### config.mk
export PLATFORM = sky130hd
export DESIGN_NAME = ralu_seq
export DESIGN_NICKNAME = d
export VERILOG_FILES = /design/src/rtl/ralu_pkg.sv /design/src/rtl/ralu_alu.sv /design/src/rtl/ralu_seq.sv
export SDC_FILE = /design/constraint.sdc
export NUM_CORES = 1
export LEC_CHECK = 0
export CORE_AREA = 2 2 122 124
export DETAILED_ROUTE_END_ITERATION = 10
export DIE_AREA = 0 0 124 126
export GPL_ROUTABILITY_DRIVEN = 0
export GPL_TIMING_DRIVEN = 0
export PLACE_DENSITY = 0.48
export SYNTH_ARGS = -nofsm -noshare
export SYNTH_HDL_FRONTEND = slang
export SYNTH_HIERARCHICAL = 1
export SYNTH_SLANG_ARGS = --single-unit
### constraint.sdc
create_clock -name clk -period 3.1 [get_ports clk]
set_input_delay 0.31 -clock clk [delete_from_list [all_inputs] [get_ports clk]]
set_output_delay 0.31 -clock clk [all_outputs]
set_load 0.01 [all_outputs]
### src/rtl/ralu_pkg.sv
// Shared definitions for the register-ALU datapath: ALU op codes, RgB modes and multiply FSM states.
package ralu_pkg;

    localparam logic [3:0] OP_ADD   = 4'd0;
    localparam logic [3:0] OP_SUB   = 4'd1;
    localparam logic [3:0] OP_INC   = 4'd2;
    localparam logic [3:0] OP_DEC   = 4'd3;
    localparam logic [3:0] OP_AND   = 4'd4;
    localparam logic [3:0] OP_OR    = 4'd5;
    localparam logic [3:0] OP_XOR   = 4'd6;
    localparam logic [3:0] OP_NOTA  = 4'd7;
    localparam logic [3:0] OP_PASSA = 4'd8;
    localparam logic [3:0] OP_PASSB = 4'd9;

    localparam logic [1:0] B_HOLD = 2'b00;
    localparam logic [1:0] B_SHL  = 2'b01;
    localparam logic [1:0] B_SHR  = 2'b10;
    localparam logic [1:0] B_LOAD = 2'b11;

    typedef enum logic [1:0] {
        S_IDLE,
        S_RUN,
        S_DONE
    } mul_state_t;

endpackage

### src/rtl/ralu_alu.sv
// Combinational W-bit ALU; carry-out is bit W of the arithmetic sum and 0 for logic ops.
module ralu_alu
    import ralu_pkg::*;
#(
    parameter int W = 4
) (
    input  logic [W-1:0] a,
    input  logic [W-1:0] b,
    input  logic [3:0]   op,
    input  logic         cin,
    output logic [W-1:0] r,
    output logic         cout
);

    logic [W:0] sum;
    logic       arith;

    always_comb begin
        sum   = '0;
        arith = 1'b0;
        r     = '0;
        cout  = 1'b0;
        case (op)
            OP_ADD: begin
                sum   = {1'b0, a} + {1'b0, b} + {{W{1'b0}}, cin};
                arith = 1'b1;
            end
            OP_SUB: begin
                sum   = {1'b0, a} + {1'b0, ~b} + {{W{1'b0}}, cin};
                arith = 1'b1;
            end
            OP_INC: begin
                sum   = {1'b0, a} + {{W{1'b0}}, 1'b1};
                arith = 1'b1;
            end
            // Adding all-ones gives A-1 with carry set exactly when no borrow occurs.
            OP_DEC: begin
                sum   = {1'b0, a} + {1'b0, {W{1'b1}}};
                arith = 1'b1;
            end
            OP_AND:   r = a & b;
            OP_OR:    r = a | b;
            OP_XOR:   r = a ^ b;
            OP_NOTA:  r = ~a;
            OP_PASSA: r = a;
            OP_PASSB: r = b;
            default:  r = '0;
        endcase
        if (arith) begin
            r    = sum[W-1:0];
            cout = sum[W];
        end
    end

endmodule

### src/rtl/ralu_seq.sv
// Register-ALU execution core: register file, RgA/RgB, ALU, accumulator and optional
// shift-and-add multiplier, enabled by defining RALU_MUL_EN.
module ralu_seq
    import ralu_pkg::*;
#(
    parameter  int W  = 4,
    parameter  int N  = 8,
    localparam int AW = $clog2(N)
) (
    input  logic          clk,
    input  logic          reset,
    input  logic [W-1:0]  data_in,
    input  logic          a_sel,
    input  logic [3:0]    v,
    input  logic [AW-1:0] adr_a,
    input  logic [AW-1:0] adr_b,
    input  logic [AW-1:0] adr_w,
    input  logic          wr,
    input  logic [3:0]    op,
    input  logic          cin,
    input  logic          isl,
    input  logic          isr,
    input  logic          mul_start,
    output logic [W-1:0]  rout,
    output logic          cout,
    output logic          osl,
    output logic          osr,
    output logic          flag_z,
    output logic          flag_n,
    output logic          busy,
    output logic          done
);

    logic [W-1:0] rf [N];
    logic [W-1:0] rg_a;
    logic [W-1:0] rg_b;
    logic [W-1:0] acc;
    logic [W-1:0] alu_r;
    logic         ctrl_en;

`ifdef RALU_MUL_EN
    localparam int CW = $clog2(W + 1);

    mul_state_t   state;
    logic [CW-1:0] count;
    logic          mul_carry;
    logic [W:0]    mul_sum;

    assign mul_sum = {mul_carry, acc} + {1'b0, (rg_b[0] ? rg_a : {W{1'b0}})};
    assign ctrl_en = ~busy;
`else
    logic unused_mul_start;

    assign unused_mul_start = mul_start;
    assign busy    = 1'b0;
    assign done    = 1'b0;
    assign ctrl_en = 1'b1;
`endif

    ralu_alu #(.W(W)) u_alu (
        .a    (rg_a),
        .b    (rg_b),
        .op   (op),
        .cin  (cin),
        .r    (alu_r),
        .cout (cout)
    );

    assign rout = (v[3] && ctrl_en) ? alu_r : acc;

    // Reads are combinational, so a same-cycle read of the written address sees the old entry.
    always_ff @(posedge clk) begin
        if (reset) begin
            for (int i = 0; i < N; i++) begin
                rf[i] <= '0;
            end
        end else if (wr && ctrl_en) begin
            rf[adr_w] <= alu_r;
        end
    end

    always_ff @(posedge clk) begin
        if (reset) begin
            rg_a   <= '0;
            rg_b   <= '0;
            acc    <= '0;
            osl    <= 1'b0;
            osr    <= 1'b0;
            flag_z <= 1'b0;
            flag_n <= 1'b0;
`ifdef RALU_MUL_EN
            state     <= S_IDLE;
            count     <= '0;
            mul_carry <= 1'b0;
            busy      <= 1'b0;
            done      <= 1'b0;
`endif
        end else begin
            if (ctrl_en) begin
                if (v[0]) begin
                    rg_a <= a_sel ? data_in : rf[adr_a];
                end
                case (v[2:1])
                    B_LOAD:  rg_b <= rf[adr_b];
                    B_SHL:   {osl, rg_b} <= {rg_b, isl};
                    B_SHR:   {rg_b, osr} <= {isr, rg_b};
                    default: ;
                endcase
                if (v[3]) begin
                    acc    <= alu_r;
                    flag_z <= (alu_r == '0);
                    flag_n <= alu_r[W-1];
                end
            end
`ifdef RALU_MUL_EN
            // A start clears ACC, overriding any accumulator load in the same cycle.
            case (state)
                S_IDLE: begin
                    if (mul_start) begin
                        state     <= S_RUN;
                        busy      <= 1'b1;
                        acc       <= '0;
                        mul_carry <= 1'b0;
                        count     <= CW'(W);
                    end
                end
                S_RUN: begin
                    {mul_carry, acc, rg_b} <= {mul_sum, rg_b} >> 1;
                    count <= count - CW'(1);
                    if (count == CW'(1)) begin
                        state <= S_DONE;
                        done  <= 1'b1;
                    end
                end
                S_DONE: begin
                    state  <= S_IDLE;
                    busy   <= 1'b0;
                    done   <= 1'b0;
                    flag_z <= (acc == '0);
                    flag_n <= acc[W-1];
                end
                default: state <= S_IDLE;
            endcase
`endif
        end
    end

endmodule

=== Word-level counts from Yosys, hierarchy flattened ===
Memory sizes are Yosys's and may differ from the RTL's.
Cells that the tools add are included.

* Bits in read-only memories: 0
* Bits in latches: 0
* Memories kept: 1
* Register bits after elaboration: 16
* Input port bits: 29
* Word-level logic and storage cells: 52
* Output and inout port bits: 11
* RAM bits: 32

{| class="wikitable"
|+ Memory list
! memory !! words !! bits a word !! rd ports !! clocked after memory_dff !! wr ports !! line !! source
|-
| rf || 8 || 4 || 2 || 0 || 8 || ralu_seq.sv:34 || <nowiki>logic [W-1:0] rf [N];</nowiki>
|}

* Bitwise operators: 5
* Divide/modulo/power cells: 0
* Reductions and logical operators: 5
* Eq/ne operators: 12
* Muxes and demuxes: 16
* Shift-type cells: 0
* Add/sub/neg operators: 6
* $lt $le $gt $ge: 0
* $mul: 0

{| class="wikitable"
|+ Operators by type and width
! operator !! count
|-
| case mux 4 bit (6 select lines) || 1
|-
| case mux 5 bit (4 select lines) || 1
|-
| == test 4 x 3 -> 1 bit (second input constant) || 4
|-
| 2-to-1 mux 4 bit || 4
|-
| case mux 4 bit (3 select lines) || 1
|-
| adder 4 x 4 -> 5 bit || 2
|-
| adder 5 x 1 -> 5 bit || 2
|-
| == test 4 x 2 -> 1 bit (second input constant) || 2
|-
| == test 4 bit (second input constant) || 2
|-
| zero test 4 bit || 2
|-
| 2-to-1 mux 1 bit || 8
|-
| inverter 4 bit || 2
|-
| OR reduction 4 bit || 2
|-
| adder 4 x 1 -> 5 bit (second input constant) || 1
|-
| adder 4 x 4 -> 5 bit (second input constant) || 1
|-
| AND 4 bit || 1
|-
| == test 2 bit (second input constant) || 2
|-
| == test 4 x 1 -> 1 bit (second input constant) || 1
|-
| bitwise OR 4 bit || 1
|-
| XOR 4 bit || 1
|-
| 2-to-1 mux 3 bit || 1
|-
| nonzero test 3 bit || 1
|-
| == test 2 x 1 -> 1 bit (second input constant) || 1
|}

=== Depth between registers and ports, before layout ===
Gate-level depths: netlist of the first run.

* Word-level depth: 6
* Gate-level depth with buffers: 14

=== Cells and area by module ===
The synthesis of the first run kept the hierarchy.

{| class="wikitable"
|+ Modules (own cells, without submodules)
! module !! area each (um2) !! cells an instance !! instances
|-
| ralu_seq || 2,612.5 || 218 || 1
|-
| ralu_alu || 915.9 || 112 || 1
|}

=== Least setup slack after synthesis of the first run ===
OpenSTA, ideal clock, no wires.

* Path kind: reg2out
* Start: register rg_a[0]
* End: output port rout[1]
* Cell stages (with the launch flop): 10
* Data required time: 2.790 ns
* Slack: 0.065 ns
* Arrival: 2.725 ns
* Path through: dfxtp_1 -> inv_1 -> fa_1 -> fa_1 -> nor2b_1 -> a211oi_1 -> a31oi_1 -> o221a_2 -> o22ai_1 -> mux2_2

* Cells in the longest elaborated chain, start to end: 5

{| class="wikitable"
|+ Ends and longest elaborated chain
! element !! line !! source
|-
| start, declared || ralu_seq.sv:35 || <nowiki>logic [W-1:0] rg_a;</nowiki>
|-
| start signal, assigned || ralu_seq.sv:101 || <nowiki>rg_a <= a_sel ? data_in : rf[adr_a];</nowiki>
|-
| adder 4 x 4 -> 5 bit (on tied branches) || ralu_alu.sv:29, ralu_alu.sv:25 ||
|-
| adder 5 x 1 -> 5 bit (on tied branches) || ralu_alu.sv:29, ralu_alu.sv:25 ||
|-
| case mux 5 bit (4 select lines) * || ralu_alu.sv:23 || <nowiki>case (op)</nowiki>
|-
| 2-to-1 mux 4 bit * || ralu_alu.sv:49 || <nowiki>if (arith) begin</nowiki>
|-
| net alu_r[1] || ralu_seq.sv:38 || <nowiki>logic [W-1:0] alu_r;</nowiki>
|-
| 2-to-1 mux 4 bit * || - ||
|-
| end, declared || ralu_seq.sv:24 || <nowiki>output logic [W-1:0] rout,</nowiki>
|}

The timed path passes the listed nets; every way through them passes the cells marked *.

=== Final worst setup path of the first run ===
Same ends and word-level chain as after synthesis.

==> summary.txt, run 1 <==
Drt
  – DRC Markers: 0
  – Detailed router's first-iteration violation count: around 170
  – Wire per inst: 16.6 um
  – Vias per Instance: 4.74
  – Final WL: 9360 um
  – Routed vias: 2,666
  – Post-route antenna net violation count: 0
  – Router iterations before antenna repair: 4

Layout
  – Layout cells sized above 1: 0.269
  – Area grow syn2layout: 25.4%
  – Finished Layout Cells: 563
  – Final nets: about 430
  – Diode count: 0
  – Commonest cells after routing, fill and taps aside: 32 x and2_1, 32 x edfxtp_1, 19 x mux2i_1, 19 x clkdlybuf4s50_1

Floorplanning
  – Initial Util: 0.247
  – Die width: 124 um
  – Core box area: approximately 14,000 sq um
  – Io pins: 40
  – Die area: 15,600 sq um
  – Die Span Y: 126 um
  – Row count: 44

STA
  – Max-slew violations: 0
  – Max Freq: about 330 MHz
  – Final setup vio count: 0
  – Clock Skews: approximately 3.7 ps
  – Post-layout min period: 3040 ps
  – Min Hold Slack: 381 ps
  – Max-slew headroom: 0.598
  – RSZ-0062 raised after global routing: yes
  – Total negative slack: 0 ps
  – Worst Tran Pin Value: 602 ps
  – Period Utilization, post-route: 0.981
  – Final count of hold timing violations: 0

Critical path
  – Setup CP Type: flop to output pin
  – Critical-path maximum fanout: 4
  – Startpoint types: flop
  – Worst endpoint required time: ~2800 ps
  – CP Capture Type: output pin
  – Crit path DAT: between 2000 and 3000 ps

Clock tree
  – Depth of the CTS H-tree: 2
  – Worst skew pair latency: 290 ps
  – # clock sinks: 48
  – CTS root buffer: clkbuf_16
  – # hold bufs at CTS: 0
  – Max Root-Sink Buffers: 2
  – CTS tree: yes
  – Cts bufs inserted: 5
  – Worst-path clk slew: 70 ps

Yosys
  – Sequential cell area fraction in the yosys report: 0.363
  – Cell Area, Synth: 3530 sq um
  – Yosys warning count: 6
  – Yosys cell types: 58
  – Synthesized area per cell: 10.7 sq um
  – Primary FF master, synth: edfxtp_1
  – Synth Instances: 330
  – Number of synthesized flops with an enable pin: 32
  – Post-synth ARST share: 0
  – Seq cells post-synth: 48

Power and ir drop
  – Switching pwr: 532 uW
  – Logic pwr share: 0.263
  – IR drop worst, VDD: 0.000249 V
  – Sequential power share: 0.403
  – Internal cell power: 1350 uW
  – Total Power: 1880 uW
  – Leakage: 0.00175 uW
  – Clock power share: 0.334
  – Sw Ratio: 0.283
  – PwrDens: roughly 430 nW/um^2

Global routing
  – Largest net degree at the start of global routing: 17
  – Initial antenna violation count: 1
  – Grt total ovfl: 0
  – Via count of the first global-routing pass: 2,748
  – First-pass GRT wire length: 14,900 um
  – GRT Util Overall: 0.127

Job
  – Max-cap viol count: 0

Worst hold path
  – Hold Crit Class: input pin to flop

Placement
  – Dpl hpwl: 6920 um
  – Buffers on Ports: 26
  – Post-Place Cells: 543

Outcome
  – Status: completed
-- logic make-up (layout without fill, tap and decap cells) --
kind of cell               Yosys count  in the layout  synth area share
other                                1              2           0.00106
AOI/OAI and AO/OA                   60             60             0.123
and+or+nand+nor                    117            117             0.194
muxes                               39             39             0.153
DFF                                 48             48             0.363
adders and majority gates           20             20            0.0794
buffers and inverters               39             87            0.0716
xor gates and xnor gates             6              6            0.0149
-- flip-flops by register name, indices dropped and copies added, names as in the netlist --
register and count:
osl 1, rf 32, flag_n 1, rg_a 4
acc 4, rg_b 4, flag_z 1, osr 1
-- routing by layer --
| metal | global-route usage | routed length [um] | vias to the layer above | share of wire |
|---|---|---|---|---|
| li1 | - | - | 1293 | - |
| met1 | 0.167 | 4300 | 1314 | 0.46 |
| met2 | 0.212 | 4580 | 54 | 0.49 |
| met3 | 0.0226 | 375 | 5 | 0.040 |
| met4 | 0.0350 | 104 | 0 | 0.011 |
| met5 | 0 | 0 | - | 0 |
-- per-stage QoR --
stage          setup slack, ps  cell area (sq um)  utilization
5_1_grt                  -4.95               4430        0.309
2_1_floorplan             64.7               3530            -
4_1_cts                   4.70               4390        0.307
3_3_place_gp             -1700               4020        0.281
3_5_place_dp             -1420               4050        0.283
6_report                  60.1               4430        0.309
-- cell type report --
cell class,count,area [sq um]
plain buffers,23,193
multi-input cells,244,2100
inverters,16,62.6
flip-flops and latches,48,1300
clock inverters,3,47.5
well taps,184,230
repair buffers,40,369
fillers,1495,9890
clock buffers,5,125
-- final timing paths --
kind                            startpoint      end  slack, ps  cells past startpoint
worst max register to register     rg_a[0]   flag_z        240                     13
worst min-delay path                 reset   acc[1]        380                      2
worst min register to register      flag_n   flag_n        490                      2
worst max-delay path               rg_a[0]  rout[1]         60                     10
-- cells in the mapped netlist (3+ instances only) --
library cell	count	area, sq um
nor2_1	18	67.6
nor3_1	4	20.0
buf_4	5	37.5
fa_1	4	80.1
xnor2_1	5	43.8
nand3b_1	3	22.5
a21oi_1	7	35.0
buf_6	9	101
o22ai_1	9	56.3
inv_1	15	56.3
mux2_2	8	90.1
dfxtp_1	16	320
nand2_1	13	48.8
mux4_2	11	248
nor2b_1	14	87.6
or2_2	8	50.1
a21o_1	3	22.5
clkbuf_1	4	15.0
a31oi_1	6	37.5
a22oi_1	9	67.6
and2_1	32	200
buf_2	3	15.0
edfxtp_1	32	961
mux2i_1	19	190
ha_1	16	200
a211oi_1	3	22.5
nand3_1	9	45.0
nand2b_1	4	25.0
nor2_2	3	18.8
o21ai_0	7	35.0
-- worst max-delay path: stages, from the launching register on --
cell,delay [ps]
dfxtp_4,370
inv_4,50
fa_2,370
fa_2,450
nor2b_1,130
a211oi_1,190
a31oi_1,70
o221a_2,320
o22ai_4,190
mux2_4,200
buf_6,90
-- power by group through the flow --
| stage | sequential (uW) | clock [uW] | combinational (uW) |
|---|---|---|---|
| 2_1_floorplan | 758 | 0 | 291 |
| 5_1_grt | 763 | 662 | 547 |
| 3_3_place_gp | 773 | 0 | 417 |
| 3_5_place_dp | 774 | 0 | 427 |
| 6_report | 758 | 628 | 496 |
| 4_1_cts | 759 | 637 | 487 |
-- timing repair --
item	in CTS	in global routing
pin swaps	10	4
gates resized for setup	41	8
endpoints found under the setup margin	24	5
buffers inserted	9	3
No activity file was read; power rests on OpenSTA's default activity.
==> inputs of run 2 (changes only) <==
--- a/config.mk
+++ b/config.mk
@@ -5,9 +5,9 @@
 export SDC_FILE = /design/constraint.sdc
 export NUM_CORES = 1
 export LEC_CHECK = 0
-export CORE_AREA = 2 2 122 124
+export CORE_AREA = 4 4 124 126
 export DETAILED_ROUTE_END_ITERATION = 10
-export DIE_AREA = 0 0 124 126
+export DIE_AREA = 0 0 128 130
 export GPL_ROUTABILITY_DRIVEN = 0
 export GPL_TIMING_DRIVEN = 0
 export PLACE_DENSITY = 0.48
==> run 2 against run 1 <==
Effect of this change:
- the run now ends with negative setup slack left
- count of clock-buffer cells in the layout unchanged
- core utilization decreased by 0.34 points
- register-to-register slack about the same
- flip-flop and latch count unchanged
- fmax decreased by 2.9%
- die area increased by 6.5%
- non-clock buffer count decreased by 5
- cell area decreased by 1.1%
- global-route usage decreased by 0.93 points
- total power decreased by 2.1%
- critical path type unchanged
- critical endpoint unchanged
- highest routed layer unchanged
==> summary.txt, run 2 (synthesis gave the netlist of run 1 again) <==
Clock tree
  – # hold bufs at CTS: 0 (unchanged)
  – Cts bufs inserted: 5 (unchanged)
  – Max Root-Sink Buffers: 2 (unchanged)
  – CTS root buffer: clkbuf_16
  – CTS tree: yes
  – Worst-path clk slew: 60 ps (about the same)
  – Depth of the CTS H-tree: 2 (unchanged)
  – # clock sinks: 48 (unchanged)
  – Worst skew pair latency: 280 ps (about the same)

Floorplanning
  – Die width: 128 um (+3.2%)
  – Die area: 16,600 sq um (+6.5%)
  – Die Span Y: 130 um (+3.2%)
  – Initial Util: 0.247 (unchanged)
  – Core box area: 14,300 sq um (unchanged)
  – Io pins: 40 (unchanged)
  – Row count: 44 (unchanged)

Power and ir drop
  – IR drop worst, VDD: 0.000175 V (-30%)
  – Internal cell power: 1330 uW (-1.2%)
  – Sw Ratio: 0.276 (-0.00662)
  – Leakage: 0.00171 uW (-2.5%)
  – Sequential power share: 0.413 (+0.010)
  – Clock power share: 0.322 (-0.012)
  – Switching pwr: 508 uW (-4.4%)
  – PwrDens: 421 nW/um^2 (-1.0%)
  – Logic pwr share: 0.266 (+0.003)

Global routing
  – First-pass GRT wire length: 15,000 um (+0.51%)
  – Via count of the first global-routing pass: 2,700 (-1.7%)
  – Initial antenna violation count: 0 (-1)
  – Largest net degree at the start of global routing: 15 (-2)
  – Grt total ovfl: 0 (unchanged)
  – GRT Util Overall: 0.117 (-0.00930)

Job
  – Max-cap viol count: 0 (unchanged)

STA
  – Max-slew violations: 0 (unchanged)
  – Setup ws final: -31.3 ps (-91.4 ps)
  – Worst Tran Pin Value: 650 ps (+47.5 ps)
  – Final setup vio count: 2 (+2)
  – Max-slew headroom: 0.567 (-0.0317)
  – Max Freq: 319 MHz (-2.9%)
  – Total negative slack: -34.2 ps (-34.2 ps)
  – RSZ-0062 raised after global routing: yes
  – Post-layout min period: 3130 ps (+91.4 ps)
  – Final count of hold timing violations: 0 (unchanged)
  – Clock Skews: 6.27 ps (+2.62 ps)
  – Period Utilization, post-route: 1.01 (+0.0295)

Critical path
  – Most common cell on crit path: fa_2
  – Startpoint types: flop
  – Worst R2R Path Depth: 12 (-1)
  – Top delay family on crit path: adder cells
  – WP buf/inv: 2 (unchanged)
  – Crit-path cells: clkinvlp_4 -> fa_2 -> fa_2 -> nor2b_4 -> a211oi_2 -> a31oi_1 -> o221a_2 -> o22ai_4 -> mux2_4 -> buf_6
  – Worst reg-to-reg setup slack: 240 ps (about the same)
  – Slowest cell delay on critical path: 580 ps (+130 ps)
  – Crit path DAT: 2820 ps (+90 ps)
  – Setup CP Type: flop to output pin
  – Worst endpoint required time: 2790 ps (about the same)
  – CP max stage cell: fa_2
  – Critical-path maximum fanout: 3 (-1)
  – FF-to-FF End: flag_z
  – CP Capture Type: output pin
  – Critical R2R Launch: rg_a[0]

Layout
  – Max FFs per register: 32 (unchanged)
  – Most flop-heavy register: rf
  – Fill cell count: 1,486 (-0.60%)
  – Area grow syn2layout: 24.0%
  – Commonest cells after routing, fill and taps aside: 32 x and2_1, 32 x edfxtp_1, 20 x clkdlybuf4s50_1
  – Layout cells sized above 1: 0.257 (-0.0124)
  – Final core occ: 0.306 (-0.00341)
  – Diode count: 0 (unchanged)
  – Final nets: 422 (-1.2%)

Outcome
  – Failing checks: negative setup slack
  – Status: complete, but fails checks

Drt
  – DRC Markers: 0 (unchanged)
  – Router iterations before antenna repair: 4 (unchanged)
  – Routed vias: 2,633 (-1.2%)
  – Vias per Instance: 4.72 (-0.35%)
  – Final WL: 9510 um (+1.5%)
  – Wire per inst: 17.0 um (+2.5%)
  – Post-route antenna net violation count: 0 (unchanged)
  – Detailed router's first-iteration violation count: 132 (-23%)

Worst hold path
  – Hold path startpoint: reset
  – Min-Delay Endpoint: acc[0]
  – Hold depth: 2 (unchanged)
  – Hold Crit Class: input pin to flop

Placement
  – Dpl hpwl: 7150 um (+3.4%)
  – Buffers on Ports: 26 (unchanged)
[run 2: power by group through the flow]
| stage | combinational [uW] | clock [uW] | sequential (uW) |
|---|---|---|---|
| after global placement | 419 | 0 | 773 |
| after global routing | 535 | 639 | 765 |
| final | 490 | 593 | 760 |
| after detailed placement | 428 | 0 | 774 |
| after CTS | 481 | 610 | 760 |
| after floorplan | 291 | 0 | 758 |
[run 2: worst max-delay path by stage]
stage / startpoint / endpoint / slack (ps) / cells after the start
3_5_place_dp: rg_a[0] / rout[1] / -1390 / 10
3_3_place_gp: rg_a[0] / rout[3] / -1690 / 9
6_report: rg_a[0] / rout[1] / -30 / 10
2_1_floorplan: rg_a[0] / rout[1] / 60 / 9
5_1_grt: rg_a[0] / rout[1] / -90 / 10
4_1_cts: rg_a[0] / rout[1] / -10 / 10
[run 2: timing repair]
action	CTS	global route
resized for setup	40	9
setup endpoints to repair	25	5
pin swaps	8	4
cloned	0	0
buffers inserted	8	0
[run 2: layout make-up]
type / count / area, sq um / share of cell area
Buffer: 23 / 193 / 0.0440
Clock buffer: 5 / 125 / 0.0286
Clock inverter: 3 / 37.5 / 0.00858
Inverter: 16 / 63.8 / 0.0146
Multi-Input combinational cell: 244 / 2110 / 0.481
Sequential cell: 48 / 1300 / 0.296
Tap cell: 184 / 230 / 0.0526
Timing Repair Buffer: 35 / 325 / 0.0743
[run 2: worst register-to-register path, cell delays in order, from the launching register on]
cell and delay, ps:
dfxtp_4 370, clkinvlp_4 110, fa_2 390, fa_2 420, mux2i_1 190, xor2_1 180
o21ai_1 80, nand2_1 70, nand4_1 230, buf_4 280, nor4_1 270, mux2i_1 110
nor2_1 90
[run 2: per-stage QoR]
| step | cell area [sq um] | worst slack [ps] | total power [uW] | hold WS [ps] | std cells |
|---|---|---|---|---|---|
| finish | 4380 | -31.3 | 1840 | 397 | 558 |
| CTS | 4350 | -12.7 | 1850 | 393 | 558 |
| floorplan | 3530 | 64.7 | 1050 | 494 | 331 |
| detailed placement | 4040 | -1390 | 1200 | 476 | 542 |
| global placement | 4020 | -1690 | 1190 | 474 | 541 |
| global route | 4380 | -90.8 | 1940 | 402 | 558 |
[run 2: routing by layer]
| metal | up-vias | GRT usage | part of all wire |
|---|---|---|---|
| met5 | - | 0 | 0 |
| met4 | 0 | 0.0356 | 0.013 |
| met3 | 6 | 0.0156 | 0.039 |
| met2 | 63 | 0.203 | 0.49 |
| met1 | 1286 | 0.153 | 0.45 |
| li1 | 1278 | - | - |
